File: config.mk
export PLATFORM = sky130hd
export DESIGN_NAME = butterfly_sprite_fetch
export DESIGN_NICKNAME = d
export VERILOG_FILES = /design/src/rtl/butterfly_sprite_fetch.sv
export SDC_FILE = /design/constraint.sdc
export NUM_CORES = 1
export LEC_CHECK = 0
export CORE_AREA = 2 2 79 81
export CTS_CLUSTER_DIAMETER = 200
export DETAILED_ROUTE_END_ITERATION = 8
export DIE_AREA = 0 0 81 83
export PLACE_DENSITY = 0.75
export SETUP_SLACK_MARGIN = 0.02
export SLEW_MARGIN = 20
export SYNTH_ARGS = -nofsm -noshare
export SYNTH_HDL_FRONTEND = slang
export SYNTH_SLANG_ARGS = --single-unit
File: constraint.sdc
create_clock -name vga_clk -period 2.6 [get_ports vga_clk]
set_input_delay 0.26 -clock vga_clk [delete_from_list [all_inputs] [get_ports vga_clk]]
set_output_delay 0.26 -clock vga_clk [all_outputs]
set_load 0.01 [all_outputs]
File: src/rtl/butterfly_sprite_fetch.sv
// rtl/butterfly_sprite_fetch.sv - butterfly sprite hit test, ROM address issue and colour index realignment
// Three-stage pixel pipeline: address + box flags, ROM read, registered palette index and hit.
module butterfly_sprite_fetch #(
  parameter int          W           = 32,
  parameter int          H           = 32,
  parameter int          FRAMES      = 4,
  parameter int          FRAME_DIV   = 8,
  parameter logic [3:0]  TRANSPARENT = 4'h0,
  parameter int          ADDR_W      = $clog2(FRAMES*W*H)
) (
  input  logic              vga_clk,
  input  logic              reset,
  input  logic [9:0]        DrawX,
  input  logic [9:0]        DrawY,
  input  logic              blank,
  input  logic              vs,
  input  logic [9:0]        sprite_x,
  input  logic [9:0]        sprite_y,
  input  logic              flip_x,
  input  logic              anim_en,
  output logic [ADDR_W-1:0] rom_addr,
  input  logic [3:0]        rom_q,
  output logic [3:0]        palette_index,
  output logic              sprite_hit
);

  localparam int LX_W    = $clog2(W);
  localparam int LY_W    = (H > 1) ? $clog2(H) : 1;
  localparam int FRAME_W = (FRAMES > 1) ? $clog2(FRAMES) : 1;
  localparam int DIV_W   = (FRAME_DIV > 1) ? $clog2(FRAME_DIV) : 1;

  localparam logic [FRAME_W-1:0] FRAME_LAST = FRAME_W'(FRAMES - 1);
  localparam logic [DIV_W-1:0]   DIV_LAST   = DIV_W'(FRAME_DIV - 1);
  localparam logic [ADDR_W-1:0]  FRAME_SZ   = ADDR_W'(W * H);

  logic               vs_q;
  logic               frame_start;
  logic [9:0]         sx, sy;
  logic               fx;
  logic [DIV_W-1:0]   div_cnt;
  logic [FRAME_W-1:0] frame_idx;

  logic               inbox;
  logic [LX_W-1:0]    lx_raw, lx;
  logic [LY_W-1:0]    ly;
  logic [ADDR_W-1:0]  addr_next;

  logic               inbox1, blank1, inbox2, blank2;

  assign frame_start = vs_q & ~vs;

  // Position, flip and animation state only change on the vsync falling edge.
  always_ff @(posedge vga_clk or posedge reset) begin
    if (reset) begin
      vs_q      <= 1'b1;
      sx        <= '0;
      sy        <= '0;
      fx        <= 1'b0;
      div_cnt   <= '0;
      frame_idx <= '0;
    end else begin
      vs_q <= vs;
      if (frame_start) begin
        sx <= sprite_x;
        sy <= sprite_y;
        fx <= flip_x;
        if (anim_en) begin
          if (div_cnt == DIV_LAST) begin
            div_cnt   <= '0;
            frame_idx <= (frame_idx == FRAME_LAST) ? '0 : frame_idx + FRAME_W'(1);
          end else begin
            div_cnt <= div_cnt + DIV_W'(1);
          end
        end
      end
    end
  end

  // 11-bit compares so a sprite near the right/bottom edge clips instead of wrapping to column 0.
  always_comb begin
    inbox = ({1'b0, DrawX} >= {1'b0, sx}) && ({1'b0, DrawX} < ({1'b0, sx} + 11'(W))) &&
            ({1'b0, DrawY} >= {1'b0, sy}) && ({1'b0, DrawY} < ({1'b0, sy} + 11'(H)));
    lx_raw    = LX_W'(DrawX - sx);
    ly        = LY_W'(DrawY - sy);
    lx        = fx ? (LX_W'(W - 1) - lx_raw) : lx_raw;
    addr_next = ADDR_W'(frame_idx) * FRAME_SZ + ADDR_W'({ly, lx});
  end

  always_ff @(posedge vga_clk or posedge reset) begin
    if (reset) begin
      rom_addr      <= '0;
      inbox1        <= 1'b0;
      blank1        <= 1'b0;
      inbox2        <= 1'b0;
      blank2        <= 1'b0;
      palette_index <= 4'h0;
      sprite_hit    <= 1'b0;
    end else begin
      if (inbox) rom_addr <= addr_next;
      inbox1        <= inbox;
      blank1        <= blank;
      inbox2        <= inbox1;
      blank2        <= blank1;
      palette_index <= rom_q;
      sprite_hit    <= inbox2 & blank2 & (rom_q != TRANSPARENT);
    end
  end

endmodule

=== Yosys cells after proc, flatten, opt, wreduce, memory -nomap -nowiden ===
Index checks and enable logic that the tools add are counted.

* Output and inout bits: 17
* Flip-flop bits (word level): 48

* $lt $le $gt $ge: 4
* Add/sub/neg operators: 8
* Reduce and logical (&&, ||, !) cells: 6
* Multiplexer cells: 3
* Bitwise logic cells: 4
* Eq/ne operators: 2

{| class="wikitable"
|+ Operators by type and width
! kind !! number
|-
| $add 10x6->11 const B || 2
|-
| $lt 10x11->1 || 2
|-
| $ge 10x10->1 || 2
|-
| $add 12x10->12 || 1
|-
| $sub 5x5->5 || 2
|-
| $mux 5 || 1
|-
| $sub 5x5->5 const A || 1
|-
| $reduce_bool 4->1 || 1
|-
| $add 3x1->3 const B || 1
|-
| $and 1x1->1 || 3
|-
| $eq 3x3->1 const B || 1
|-
| $logic_and 1x1->1 || 3
|-
| $mux 3 || 1
|-
| $reduce_and 3->1 || 1
|-
| $add 2x1->2 const B || 1
|-
| $eq 2x2->1 const B || 1
|-
| $mux 2 || 1
|-
| $reduce_and 2->1 || 1
|-
| $not 1->1 || 1
|}

=== Logic depth before layout (Yosys ltp) ===
Gate-level depths: netlist of run 1.

* Depth after elaboration: 5
* Mapped depth: 10
* Gate-level depth less buffers: 9

=== Worst setup path before layout of run 1 ===
Ideal clock, no wire load.

* Path kind: reg-to-reg
* Start point: register sy[0]
* End point: register rom_addr[10]
* Setup slack: 0.254 ns
* Setup time: 0.125 ns
* Cell stages (with the launch flop): 10
* Arrival: 2.221 ns
* Period minus slack after synthesis: 2.346 ns
* Path through: dfrtp_1 ha_1 fa_1 nand2b_1 a21boi_1 nor3_1 o31ai_2 nand4b_4 buf_6 mux2_4

* Longest elaborated chain between the ends: 3
* Elaborated cells on any way between the ends: 7
* Those cells by class: 3 x add/sub; 2 x order compare; 2 x reduce/logical

{| class="wikitable"
|+ Ends and longest elaborated chain
! item !! line !! RTL
|-
| start: declaration || 38 || <nowiki>logic [9:0] sx, sy;</nowiki>
|-
| start signal: assignment || 65 || <nowiki>sy <= sprite_y;</nowiki>
|-
| $add 10x6->11 or $ge 10x10->1 (tied branches) || 82 || <nowiki>({1'b0, DrawY} >= {1'b0, sy}) && ({1'b0, DrawY} < ({1'b0, sy} + 11'(H)));</nowiki>
|-
| $lt 10x11->1 or $logic_and 1x1->1 (tied branches) || 82, 81 ||
|-
| $logic_and 1x1->1 || 82 ||
|-
| end signal: assignment || 99 || <nowiki>if (inbox) rom_addr <= addr_next;</nowiki>
|-
| end: declaration || 21 || <nowiki>output logic [ADDR_W-1:0] rom_addr,</nowiki>
|}

Several ways; a longest one is shown, not always the timed one.
A chain may end at the register's enable or synchronous reset.

=== Final worst setup path of run 1 ===
* Start point: input DrawY[0]
* End point: register rom_addr[2]

* Longest elaborated chain between the ends: 3
* Elaborated cells on any way between the ends: 4
* Those cells by class: 2 x order compare; 2 x reduce/logical

{| class="wikitable"
|+ Ends and longest elaborated chain
! item !! line !! RTL
|-
| start: declaration || 14 || <nowiki>input logic [9:0] DrawY,</nowiki>
|-
| $ge 10x10->1 || 82 ||
|-
| $logic_and 1x1->1 || 81 || <nowiki>inbox = ({1'b0, DrawX} >= {1'b0, sx}) && ({1'b0, DrawX} < ({1'b0, sx} + 11'(W))) &&</nowiki>
|-
| $logic_and 1x1->1 (*) || 82 ||
|}

Mark *: on every way between the ends. The rest lies on a longest branch, timed or not.

==> metrics, run 1 <==
outcome=finished clean; Tmin final=2.50 ns; Hold Vio Cnt, Final=0; Max Freq=401 MHz; Syn Inst Count=264; Ys Warns=0; first-pass GRT wire length=10.0 mm; largest net degree at the start of global routing=49; clk_skew=0.0112 ns; DRC viols=0; Worst-Skew Late Latency=0.30 ns; initial antenna violation count=0; final WL=5.74 mm; hold buffer count at CTS=0; FF+latch count, synth=48; syn avg cell area=10.7 sq um; proportion of layout cells with a drive suffix above 1=15.3%; nature of the critical path endpoint=register; Worst R2R Start=sy[0]; Worst slew margin=58.5%; Synth cell types=41; Seq/Total Area, Yosys=42.4%; Worst EP required=2.79 ns; power consumption=2.68 mW; critical path class=input pin to register; Worst Tran Pin Value=0.623 ns; CTS buffer count=5; Post-Place Cells=412; Worst Setup EP=rom_addr[2]; vias=2130; Die Y=83 um; initial core utilization=48.7%; Worst R2R Path Depth=9; I/O Buffers=66; crit-path max FO=3; Hold Crit Class=register to register; fillers=487; vias per cell=5.05; Rows=28; clk slew on worst S/H paths=0.10 ns; CTS H-tree depth=2; core footprint=5820 sq um; Pre-antenna DRT Iters=4; worst path cell trace=clkdlybuf4s50_1, inv_1, ha_1, fa_1, nand2b_1, a21boi_2, nor3_1, o31ai_2, nand4b_4, buf_4, mux2_4; DIE AREA=6720 sq um; Bufs on Longest Clock Path=2; P_leak=1.83 nW; GRT Util Overall=18.6%; CP startpoint kind=input pin; Syn Std Cell Area=2830 sq um; placer congestion estimate=0.812; Area growth, synth to finish=35.1%; Worst Setup SP=DrawY[0]; Tcrit/Tclk final=96.0%; CTS Root Cell=clkbuf_8; fin util=65.8%; detailed placement HPWL=4.43 mm; number of antenna repair diodes=0; Die Wd=81 um; Wirelength per Cell=13.6 um; number of global-route vias before repair=2212; grt total ovfl=0; CTS tree=yes; maxcap violations=0; Detail Route Antenna Nets=0; Critical R2R Capture=rom_addr[2]; slowest CP cell=clkdlybuf4s50_1; worst vdd ir=0.000301 V; RSZ-0062 raised after global routing=false; I/O pin cnt=67; Syn Nets=351; final-report max-slew violation count=0; Layout Cells excl Fill=422; R2R Setup Slk=0.16 ns; CP max stage delay=0.46 ns; final number of setup-violating endpoints=0; # clock sinks=48; pwr dens=701 nW/um^2; initial drt markers=82; Worst EP arrival=2.68 ns; final net count=433
-- flip-flops by register name, indices dropped and copies added (netlist names) --
signal and count:
blank1 1, blank2 1, div_cnt 3, frame_idx 2, fx 1, inbox1 1, inbox2 1, palette_index 4
rom_addr 12, sprite_hit 1, sx 10, sy 10, vs_q 1
-- synthesized netlist by cell type, drive strengths merged --
cell type	n	area [sq um]
dfrtp	47	1180
ha	35	438
inv	29	109
nand2	27	104
o21ai	21	105
mux2	16	206
xnor2	15	131
a21oi	10	53.8
a21o	8	60.1
nand3	7	35.0
nor2	6	22.5
clkbuf	4	15.0
nand4	4	25.0
nor2b	4	25.0
nor3	4	20.0
a2111oi	2	42.5
a21boi	2	15.0
and3	2	12.5
buf	2	15.0
fa	2	40.0
mux2i	2	20.0
nand3b	2	15.0
o31ai	2	25.0
xor2	2	17.5
and3b	1	8.76
dfstp	1	26.3
nand2b	1	6.26
nand4b	1	23.8
nor4	1	6.26
o21a	1	7.51
o21bai	1	7.51
o22a	1	8.76
o41ai	1	8.76
-- cell families (layout without fill, tap and decap cells) --
logic type	Yosys count	in the layout	synth area share (%)
buffers and inverters	35	118	4.90
adder cells (fa/ha/maj)	37	37	16.9
flip-flops	48	48	42.4
multiplexers	18	18	7.99
AO/OA/AOI/OAI	49	49	11.8
AND/OR/NAND/NOR	60	60	10.7
XOR/XNOR	17	17	5.26
-- worst min path at each step --
stage / start / end / slack [ns] / depth (start not counted)
final: inbox1 / inbox2 / 0.36 / 0
after global routing: blank1 / blank2 / 0.37 / 0
after CTS: inbox1 / inbox2 / 0.36 / 0
after detailed placement: inbox1 / inbox2 / 0.33 / 0
after global placement: inbox1 / inbox2 / 0.33 / 0
after floorplan: vs / vs_q / 0.26 / 0
-- final cells by class --
| class | count | area [sq um] | area share [%] |
|---|---|---|---|
| sequential | 48 | 1200 | 31.4 |
| inverter | 29 | 109 | 2.84 |
| multi-input combinational | 181 | 1510 | 39.4 |
| tap | 75 | 93.8 | 2.45 |
| timing repair buffer | 81 | 777 | 20.3 |
| clock buffer | 5 | 68.8 | 1.80 |
| clock inverter | 3 | 68.8 | 1.80 |
-- placed cells by master, fill, tap and decap left out, drive strengths merged, types with 2 or more instances in the layout --
cell	Yosys	routed
a2111oi	2	2
a21boi	2	2
a21o	8	8
a21oi	10	10
and3	2	2
buf	2	15
bufinv	0	2
clkbuf	4	5
clkdlybuf4s50	0	66
dfrtp	47	47
fa	2	2
ha	35	35
inv	29	30
mux2	16	16
mux2i	2	2
nand2	27	27
nand3	7	7
nand3b	2	2
nand4	4	4
nor2	6	6
nor2b	4	4
nor3	4	4
o21ai	21	21
o31ai	2	2
xnor2	15	15
xor2	2	2
-- power by group --
part / internal, mW / total, mW / switching [mW]
Clock: 0.387 / 0.656 / 0.269
Combinational: 0.590 / 1.00 / 0.411
Sequential: 0.910 / 1.03 / 0.116
Total: 1.89 / 2.68 / 0.796
-- critical path, delay by kind of cell --
family / cells / cell delay, ns
AND/OR/NAND/NOR: 3 / 0.39
buffers and inverters: 3 / 0.67
multiplexers: 1 / 0.29
adder cells (fa/ha/maj): 2 / 0.59
AO/OA/AOI/OAI: 2 / 0.48
-- per-layer routing --
| metal | wire length [um] | up-vias | GRT usage (%) |
|---|---|---|---|
| li1 | - | 1067 | - |
| met1 | 2580 | 1010 | 24.7 |
| met2 | 2840 | 51 | 31.3 |
| met3 | 273 | 2 | 3.26 |
| met4 | 46 | 0 | 4.62 |
| met5 | 0 | - | 0 |
-- what timing repair did --
action	4_1_cts	5_1_grt
setup endpoints to repair	12	9
buffers inserted	2	0
resized for setup	0	4
pin swaps	1	2
-- stage by stage --
stage / instance area, sq um / TNS, ns / setup slack (ns) / hold slack, ns
after floorplan: 2830 / 0 / 0.254 / 0.264
after global placement: 3660 / -3.07 / -0.258 / 0.334
after detailed placement: 3660 / -3.74 / -0.311 / 0.335
after CTS: 3810 / 0 / 0.0735 / 0.357
after global routing: 3830 / 0 / 0.0303 / 0.374
final: 3830 / 0 / 0.103 / 0.356
Note: power is estimated with default switching activity, not from simulation.
==> inputs of run 2 (changes only) <==
- SLEW_MARGIN: 20 -> 30
- TNS_END_PERCENT: unset -> 100
==> results of run 2 <==
Final layout, timing and power as in run 1 (identical DEF).
